--- config.mk ---
export PLATFORM = sky130hd
export DESIGN_NAME = alu_issue_stage
export DESIGN_NICKNAME = d
export VERILOG_FILES = /design/src/rtl/alu_issue_pkg.sv /design/src/rtl/alu_issue_stage_decode.sv /design/src/rtl/alu_issue_stage.sv
export SDC_FILE = /design/constraint.sdc
export NUM_CORES = 1
export LEC_CHECK = 0
export ABC_AREA = 1
export BUFFER_PORTS_ARGS = -buffer_cell sky130_fd_sc_hd__buf_2
export CAP_MARGIN = 20
export CORE_MARGIN = 2
export CORE_UTILIZATION = 49
export DETAILED_ROUTE_END_ITERATION = 8
export PLACE_DENSITY = 0.76
export SYNTH_ARGS = -nofsm -noshare
export SYNTH_HDL_FRONTEND = slang
export SYNTH_SLANG_ARGS = --single-unit
--- constraint.sdc ---
create_clock -name clk -period 5.7 [get_ports clk]
set_input_delay 1.14 -clock clk [delete_from_list [all_inputs] [get_ports clk]]
set_output_delay 1.14 -clock clk [all_outputs]
set_load 0.01 [all_outputs]
--- src/rtl/alu_issue_pkg.sv ---
// Shared opcode/funct constants, ALU funct codes, FSM states and the
// decoded-op bundle used by the ALU issue stage.
`ifndef ALU_ADDU
`define ALU_ADDU 4'd0
`define ALU_SUBU 4'd1
`define ALU_AND  4'd2
`define ALU_OR   4'd3
`define ALU_XOR  4'd4
`define ALU_NOR  4'd5
`define ALU_SLT  4'd6
`define ALU_SLTU 4'd7
`define ALU_SLL  4'd8
`define ALU_SRL  4'd9
`define ALU_SRA  4'd10
`define ALU_LUI  4'd11
`define ALU_EQ   4'd12
`define ALU_NEQ  4'd13
`endif

package alu_issue_pkg;

  localparam logic [5:0] OP_RTYPE = 6'h00;
  localparam logic [5:0] OP_BEQ   = 6'h04;
  localparam logic [5:0] OP_BNE   = 6'h05;
  localparam logic [5:0] OP_ADDIU = 6'h09;
  localparam logic [5:0] OP_SLTI  = 6'h0A;
  localparam logic [5:0] OP_SLTIU = 6'h0B;
  localparam logic [5:0] OP_ANDI  = 6'h0C;
  localparam logic [5:0] OP_ORI   = 6'h0D;
  localparam logic [5:0] OP_XORI  = 6'h0E;
  localparam logic [5:0] OP_LUI   = 6'h0F;

  localparam logic [5:0] FN_SLL  = 6'h00;
  localparam logic [5:0] FN_SRL  = 6'h02;
  localparam logic [5:0] FN_SRA  = 6'h03;
  localparam logic [5:0] FN_ADDU = 6'h21;
  localparam logic [5:0] FN_SUBU = 6'h23;
  localparam logic [5:0] FN_AND  = 6'h24;
  localparam logic [5:0] FN_OR   = 6'h25;
  localparam logic [5:0] FN_XOR  = 6'h26;
  localparam logic [5:0] FN_NOR  = 6'h27;
  localparam logic [5:0] FN_SLT  = 6'h2A;
  localparam logic [5:0] FN_SLTU = 6'h2B;

  typedef enum logic [1:0] {
    ST_EMPTY = 2'd0,
    ST_ONE   = 2'd1,
    ST_TWO   = 2'd2
  } state_t;

  typedef struct packed {
    logic [3:0]  funct;
    logic [31:0] op1;
    logic [31:0] op2;
    logic [4:0]  shamt;
    logic [4:0]  dest;
    logic        wen;
    logic        illegal;
  } issue_t;

  function automatic issue_t illegal_op();
    issue_t r;
    r         = '0;
    r.funct   = `ALU_ADDU;
    r.illegal = 1'b1;
    return r;
  endfunction

endpackage

--- src/rtl/alu_issue_stage_decode.sv ---
// Combinational MIPS instruction decode into ALU funct, operands,
// destination and write-enable.
module alu_issue_stage_decode
  import alu_issue_pkg::*;
(
  input  logic [31:0] instr,
  input  logic [31:0] rs_val,
  input  logic [31:0] rt_val,
  output issue_t      dec
);

  logic [5:0]  op;
  logic [5:0]  fn;
  logic [4:0]  rt;
  logic [4:0]  rd;
  logic [4:0]  sh;
  logic [31:0] simm;
  logic [31:0] zimm;
  logic        unused_rs;

  assign op        = instr[31:26];
  assign rt        = instr[20:16];
  assign rd        = instr[15:11];
  assign sh        = instr[10:6];
  assign fn        = instr[5:0];
  assign simm      = {{16{instr[15]}}, instr[15:0]};
  assign zimm      = {16'h0000, instr[15:0]};
  assign unused_rs = ^instr[25:21];

  always_comb begin
    dec       = '0;
    dec.funct = `ALU_ADDU;
    unique case (1'b1)
      (op == OP_RTYPE): begin
        dec.op1  = rs_val;
        dec.op2  = rt_val;
        dec.dest = rd;
        dec.wen  = 1'b1;
        unique case (fn)
          FN_ADDU: dec.funct = `ALU_ADDU;
          FN_SUBU: dec.funct = `ALU_SUBU;
          FN_AND:  dec.funct = `ALU_AND;
          FN_OR:   dec.funct = `ALU_OR;
          FN_XOR:  dec.funct = `ALU_XOR;
          FN_NOR:  dec.funct = `ALU_NOR;
          FN_SLT:  dec.funct = `ALU_SLT;
          FN_SLTU: dec.funct = `ALU_SLTU;
          FN_SLL: begin
            dec.funct = `ALU_SLL;
            dec.shamt = sh;
          end
          FN_SRL: begin
            dec.funct = `ALU_SRL;
            dec.shamt = sh;
          end
          FN_SRA: begin
            dec.funct = `ALU_SRA;
            dec.shamt = sh;
          end
          default: dec = illegal_op();
        endcase
      end
      (op == OP_BEQ), (op == OP_BNE): begin
        dec.funct = (op == OP_BEQ) ? `ALU_EQ : `ALU_NEQ;
        dec.op1   = rs_val;
        dec.op2   = rt_val;
      end
      (op == OP_ADDIU), (op == OP_SLTI),
      (op == OP_SLTIU): begin
        dec.op1  = rs_val;
        dec.op2  = simm;
        dec.dest = rt;
        dec.wen  = 1'b1;
        dec.funct = (op == OP_ADDIU) ? `ALU_ADDU :
                    (op == OP_SLTI)  ? `ALU_SLT  :
                                       `ALU_SLTU;
      end
      (op == OP_ANDI), (op == OP_ORI),
      (op == OP_XORI), (op == OP_LUI): begin
        dec.op1  = rs_val;
        dec.op2  = zimm;
        dec.dest = rt;
        dec.wen  = 1'b1;
        dec.funct = (op == OP_ANDI) ? `ALU_AND :
                    (op == OP_ORI)  ? `ALU_OR  :
                    (op == OP_XORI) ? `ALU_XOR :
                                      `ALU_LUI;
      end
      default: dec = illegal_op();
    endcase
    // r0 is never written, which also turns the all-zero SLL into a NOP
    if (dec.dest == 5'd0) dec.wen = 1'b0;
  end

endmodule

--- src/rtl/alu_issue_stage.sv ---
// ALU issue stage: decode + registered 2-entry skid buffer.
// Define ALU_ISSUE_STATS_EN to add issued/illegal transfer counters.
module alu_issue_stage
  import alu_issue_pkg::*;
#(
  parameter int DW = 32,
  parameter int RW = 5
)(
  input  logic          clk,
  input  logic          rst,
  input  logic          in_valid,
  output logic          in_ready,
  input  logic [31:0]   instr,
  input  logic [DW-1:0] rs_val,
  input  logic [DW-1:0] rt_val,
  output logic          out_valid,
  input  logic          out_ready,
  output logic [3:0]    out_funct,
  output logic [DW-1:0] out_op1,
  output logic [DW-1:0] out_op2,
  output logic [4:0]    out_shamt,
  output logic [RW-1:0] out_dest,
  output logic          out_wen,
  output logic          out_illegal
`ifdef ALU_ISSUE_STATS_EN
  ,
  output logic [31:0]   stat_issued,
  output logic [31:0]   stat_illegal
`endif
);

  issue_t dec;
  issue_t main_q;
  issue_t skid_q;
  state_t state_q;
  state_t state_d;
  logic   rdy_q;
  logic   vld_q;
  logic   rdy_d;
  logic   vld_d;
  logic   in_fire;
  logic   out_fire;
  logic   ld_main;
  logic   ld_skid;
  logic   mv_skid;

  alu_issue_stage_decode u_dec (
    .instr  (instr),
    .rs_val (rs_val),
    .rt_val (rt_val),
    .dec    (dec)
  );

  assign in_fire  = in_valid && rdy_q;
  assign out_fire = vld_q && out_ready;

  always_ff @(posedge clk or posedge rst) begin
    if (rst) begin
      state_q <= ST_EMPTY;
      rdy_q   <= 1'b1;
      vld_q   <= 1'b0;
      main_q  <= '0;
      skid_q  <= '0;
    end else begin
      state_q <= state_d;
      rdy_q   <= rdy_d;
      vld_q   <= vld_d;
      if (ld_main)      main_q <= dec;
      else if (mv_skid) main_q <= skid_q;
      if (ld_skid)      skid_q <= dec;
    end
  end

  always_comb begin
    state_d = state_q;
    ld_main = 1'b0;
    ld_skid = 1'b0;
    mv_skid = 1'b0;
    unique case (state_q)
      ST_EMPTY: begin
        if (in_fire) begin
          state_d = ST_ONE;
          ld_main = 1'b1;
        end
      end
      ST_ONE: begin
        unique case ({in_fire, out_fire})
          2'b10: begin
            state_d = ST_TWO;
            ld_skid = 1'b1;
          end
          2'b11:   ld_main = 1'b1;
          2'b01:   state_d = ST_EMPTY;
          default: state_d = ST_ONE;
        endcase
      end
      ST_TWO: begin
        if (out_fire) begin
          state_d = ST_ONE;
          mv_skid = 1'b1;
        end
      end
      default: state_d = ST_EMPTY;
    endcase
  end

  // handshake flags are precomputed from the next state so they leave flops
  always_comb begin
    rdy_d = (state_d != ST_TWO);
    vld_d = (state_d != ST_EMPTY);
  end

  assign in_ready    = rdy_q;
  assign out_valid   = vld_q;
  assign out_funct   = main_q.funct;
  assign out_op1     = main_q.op1;
  assign out_op2     = main_q.op2;
  assign out_shamt   = main_q.shamt;
  assign out_dest    = main_q.dest;
  assign out_wen     = main_q.wen;
  assign out_illegal = main_q.illegal;

`ifdef ALU_ISSUE_STATS_EN
  always_ff @(posedge clk or posedge rst) begin
    if (rst) begin
      stat_issued  <= '0;
      stat_illegal <= '0;
    end else if (out_fire) begin
      stat_issued <= stat_issued + 32'd1;
      if (main_q.illegal) stat_illegal <= stat_illegal + 32'd1;
    end
  end
`endif

endmodule

Word level (Yosys, flattened, before mapping)
Index checks and enable logic that the tools add are counted.

storage, ports and cells
  logic and storage cells = 85
  register bits after elaboration = 164
  input bits = 100
  output and inout bits = 82

cells by class
  reductions and logical operators = 15
  equal/unequal tests = 25
  multiplexer cells = 28

operators by type and width
  kind                                                                    number
  68-bit one-hot mux with 4 select lines                                  1
  80-bit two-way mux                                                      2
  64-bit two-way mux                                                      1
  6-bit equality test (second input constant)                             8
  6-bit by 4-bit equality test with 1-bit output (second input constant)  7
  4-bit one-hot mux with 10 select lines                                  1
  4-bit two-way mux                                                       4
  6-bit by 2-bit equality test with 1-bit output (second input constant)  2
  6-bit by 3-bit equality test with 1-bit output (second input constant)  2
  6-bit logical NOT                                                       2
  2-bit one-hot mux with 3 select lines                                   2
  6-bit one-hot mux with 2 select lines                                   1
  11-bit OR reduction                                                     1
  5-bit two-way mux                                                       2
  1-bit two-way mux                                                       9
  9-bit OR reduction                                                      1
  7-bit two-way mux                                                       1
  7-bit OR reduction                                                      1
  2-bit equality test (second input constant)                             3
  3-bit OR reduction                                                      2
  5-bit logical NOT                                                       1
  2-bit by 1-bit equality test with 1-bit output (second input constant)  2
  2-bit two-way mux                                                       2
  1-bit one-hot mux with 2 select lines                                   2
  other kinds (6)                                                         8

Depth between registers and ports, before layout
  word-level depth = 7
  gate-level depth with buffers = 14
  depth with buffers taken out = 13

Modules after synthesis
Synthesis repeated with hierarchy kept, for this count alone.

unflattened totals
  cells, all modules = 1,229
  area total of the unflattened synthesis = 8,805.9 µm²

by module, submodules not included
  module                  seq. area each (µm²)  area an instance (µm²)  cells each  times used
  alu_issue_stage         4,105.2               7,683.6                 983         1
  alu_issue_stage_decode  0.0                   1,122.3                 246         1

Worst setup path before layout
OpenSTA, ideal clock, no wires.

  path kind = input port to flip-flop
  start = in instr[31]
  end = reg main_q, in the netlist out_op1[10]
  data arrival time = 2.398 ns
  path slack = 3.214 ns
  path buffers = 2
  cell stages on the path = 9
  library setup time = 0.088 ns
  required time = 5.612 ns
  cell sequence = or2_2 inv_1 nand4_1 and3_4 buf_6 buf_12 nor2_4 nand2_1 o211ai_1

on the way
  longest elaborated chain between the ends = 4
  elaborated cells between the ends (all ways) = 15
  classes of those cells = eq/ne (9); mux (2); reduce/logical (4)

ends and longest elaborated chain
  item                                                                          RTL line                      RTL
  from (decl)                                                                   alu_issue_stage.sv:13         input logic [31:0] instr,
  6-bit by 4-bit equality test with 1-bit output, or another cell as far along  alu_issue_stage_decode.sv:79  (op == OP_XORI), (op == OP_LUI): begin
  4-bit OR reduction, or another cell as far along                              alu_issue_stage_decode.sv:33  unique case (1'b1)
  68-bit one-hot mux with 4 select lines *                                      alu_issue_stage_decode.sv:33
  80-bit two-way mux *                                                          alu_issue_stage.sv:68         if (ld_main) main_q <= dec;
  to (signal assigned)                                                          alu_issue_stage.sv:69         else if (mv_skid) main_q <= skid_q;
  to (decl)                                                                     alu_issue_stage.sv:33         issue_t main_q;

Every way passes the cells marked *; elsewhere a longest branch is shown, timed or not.
A chain may end at the register's enable or synchronous reset.

Worst setup path in the final report
  start = in instr[26]
  end = reg skid_q[75] in the netlist's numbering

on the way
  longest elaborated chain between the ends = 3
  elaborated cells between the ends (all ways) = 14
  classes of those cells = eq/ne (9); mux (1); reduce/logical (4)

ends and longest elaborated chain
  item                                                                          RTL line                      RTL
  6-bit by 4-bit equality test with 1-bit output, or another cell as far along  alu_issue_stage_decode.sv:79
  4-bit OR reduction, or another cell as far along                              alu_issue_stage_decode.sv:33
  68-bit one-hot mux with 4 select lines *                                      alu_issue_stage_decode.sv:33
  to (signal assigned)                                                          alu_issue_stage.sv:63         skid_q <= '0;
  to (signal assigned)                                                          alu_issue_stage.sv:70         if (ld_skid) skid_q <= dec;
  to (decl)                                                                     alu_issue_stage.sv:34         issue_t skid_q;

Marked as above.

==> key figures <==
Clock network
  • Setup Fix Bufs, Post-CTS: 0
  • Depth of the CTS H-tree: 4
  • Clk slew on worst S/H paths: 0.06 ns
  • Worst-Skew Late Latency: between 0.4 and 0.5 ns
  • Root Buffer: clkbuf_16
  • Clk sinks: 164
  • Longest Clk Path Bufs: 2
  • CTS tree: yes
  • Cells resized by post-CTS repair: 0
  • Hold Buf Count CTS: 0
  • CTS Buf Count: 17

Pwr
  • Leak: 4.63 nW
  • Pwr dens: 425 nW/um2
  • VDD IR max: 236 uV

STA
  • Final hold violation count: 0
  • Minimum clock period: 3.27 ns
  • Tcrit/Tclk final: 57.4%
  • Worst slew margin: 28.0%
  • Worst slew pin tran: 1.08 ns
  • FMAX: 306 MHz
  • Final Setup Violations: 0
  • Max Clock Skew: 0.00827 ns
  • Fin Setup TNS: 0 ns
  • Final Max Tran Viols: 0
  • RSZ-0062 raised after global routing: no

Global routing
  • Initial antenna violation count: 1
  • Global route overflow: 0
  • Vias in the first global route: 6346
  • First-pass GRT wire length: 32000 um
  • GRT Total Usage: 22.8%
  • Largest net degree at the start of global routing: 67

Layout
  • Final net count: 1188
  • Fin util: between 50% and 60%
  • Area Growth Syn to Fin: 19.4%
  • Antenna diodes: 0
  • Layout cells sized above 1: 25.5%

Place
  • # port buffers: approximately 180
  • DP Wirelength: 12800 um
  • Gpl congestion: 0.898

Routing
  • Drt total wl: around 19000 um
  • Post-route ant nets: 0
  • DR iter-0 viols: 460
  • Via density: 5.03
  • Vias: about 6.6k
  • Drt drc: 0
  • DRT Pass-1 Iters: 5
  • Wire per inst: 14.6 um

Setup path
  • Reg2reg path depth: 6
  • Startpoint class of the critical path: primary input
  • Crit. End Element: flop
  • Origin of the critical flop-to-flop path: in_ready
  • Largest fanout on the critical path: 34
  • Data arrival, critical path: 3.54 ns
  • Critical path data required time: 5.97 ns
  • Setup CP Type: in2reg
  • Critical R2R Capture: out_op2[0]
  • FF-to-FF setup slack: 3.00 ns

Yosys
  • Post-synth top flop: dfrtp_1
  • Synth area leader: dfrtp_1
  • Synth area leaders: dfrtp_1 (52%), nand2_1 (14%), o21ai_0 (7.3%)
  • Post-synth EDFFs: 0
  • Syn_nets: just over 1k
  • Yosys top cell area share: 51.5%
  • Most common cell in the netlist: nand2_1
  • Syn Std Cell Area: approximately 8000 um2
  • Post-synthesis register bit count: approximately 160
  • Syn. warnings: 0
  • Most frequent cells after synthesis: nand2_1 (287), dfrtp_1 (163), inv_1 (119)
  • Mapped Cells: roughly 940
  • Distinct cells, synth: 34
  • Post-synthesis sequential area ratio: between 50% and 60%
  • Mean post-synth cell area: 8.45 um2
  • Async SR Flop Fraction: 100%

Die
  • Die Span X: 131 um
  • DIE HEIGHT: 131 um
  • Rows: between 40 and 50
  • Starting Density: between 50% and 60%
  • Core box area: 15800 um2
  • Full die area: 17200 um2
  • # IOs: 182

Worst hold path
  • Hold endpoint: out_op2[13]
  • Hold path cells: 2
  • HP Start: out_op2[13]
  • Worst min path class: reg2reg

Outcome
  • Outcome: completed

Job
  • Max Cap Violations: 0
## worst max-delay path by stage
stage	start	end	slack, ns	cells after the start
2_1_floorplan	rst	out_dest[0]	0.13	1
3_3_place_gp	instr[26]	out_op1[29]	2.02	9
3_5_place_dp	instr[26]	out_op1[30]	1.99	9
4_1_cts	instr[26]	out_op1[30]	2.44	9
5_1_grt	instr[26]	skid_q[75]	2.31	9
6_report	instr[26]	skid_q[75]	2.43	9
## per-stage QoR
step | std cells | area (um2) | hold slack [ns] | worst slack [ns] | total power, mW
finish | 1317 | 9450 | 0.475 | 2.43 | 4.01
global route | 1317 | 9450 | 0.498 | 2.31 | 4.29
detailed placement | 1285 | 8890 | 0.462 | 1.99 | 2.95
CTS | 1317 | 9450 | 0.479 | 2.44 | 4.06
global placement | 1284 | 8880 | 0.459 | 2.02 | 2.91
floorplan | 937 | 7920 | 0.448 | 0.128 | 2.51
## metal layers
layer  GRT usage, %  share of wire (%)  up-vias
li1               -                  -     3291
met1           31.1                 46     3119
met2           36.4                 46      201
met3           6.56                7.3       14
met4           5.43               0.99        0
met5              0                  0        -
## worst max-delay path, stage by stage
cell and delay [ns]:
buf_2 0.12, or2_1 0.27, nand3_1 0.12, nand2_1 0.24, inv_1 0.38, and3_4 0.87, nor2_1 0.14, nand2_1 0.09
o21ai_0 0.09
## report_power, final
part | leakage, nW | internal [mW] | switching [mW]
Sequential | 2.20 | 1.56 | 0.158
Combinational | 2.16 | 0.413 | 0.801
Clock | 0.268 | 0.623 | 0.461
Total | 4.63 | 2.59 | 1.42
## cell families after synthesis
| family | synth area share [%] |
|---|---|
| compound gates | 15.9 |
| buf+inv | 9.50 |
| simple gates | 22.7 |
| flops | 51.8 |
## layout make-up
cell class                      count  area (um2)
Clock buffer                       20         457
Sequential cell                   164        4110
Inverter                          124         470
Clock inverter                     12         106
Multi-Input combinational cell    595        3090
Fill cell                        1414        6380
Timing Repair Buffer              186         956
Tap cell                          216         270
## layout by cell type (no fill, tap or decap), types with 3 or more instances in the layout
master      instances
nor2_2              3
inv_1             118
nand4_1             4
nand2_2             3
o21ai_1             8
nor2_4             34
a21oi_1            19
clkbuf_16          17
o211ai_2            8
inv_2               5
nand3_1            18
o21ai_0           115
dfrtp_1           163
clkinv_2            4
buf_4              10
nand3_2             4
nand2_1           287
clkinvlp_4          4
nor2_1             23
o211ai_1           57
buf_2             176
## state kept, by name, summed over array words and instances (netlist names)
| name | count |
|---|---|
| out_dest | 5 |
| skid_q | 80 |
| out_shamt | 5 |
| state_q | 2 |
| out_illegal | 1 |
| out_op1 | 32 |
| out_funct | 4 |
| out_valid | 1 |
| in_ready | 1 |
| out_wen | 1 |
| out_op2 | 32 |
Power figures use the tool's default switching activity.
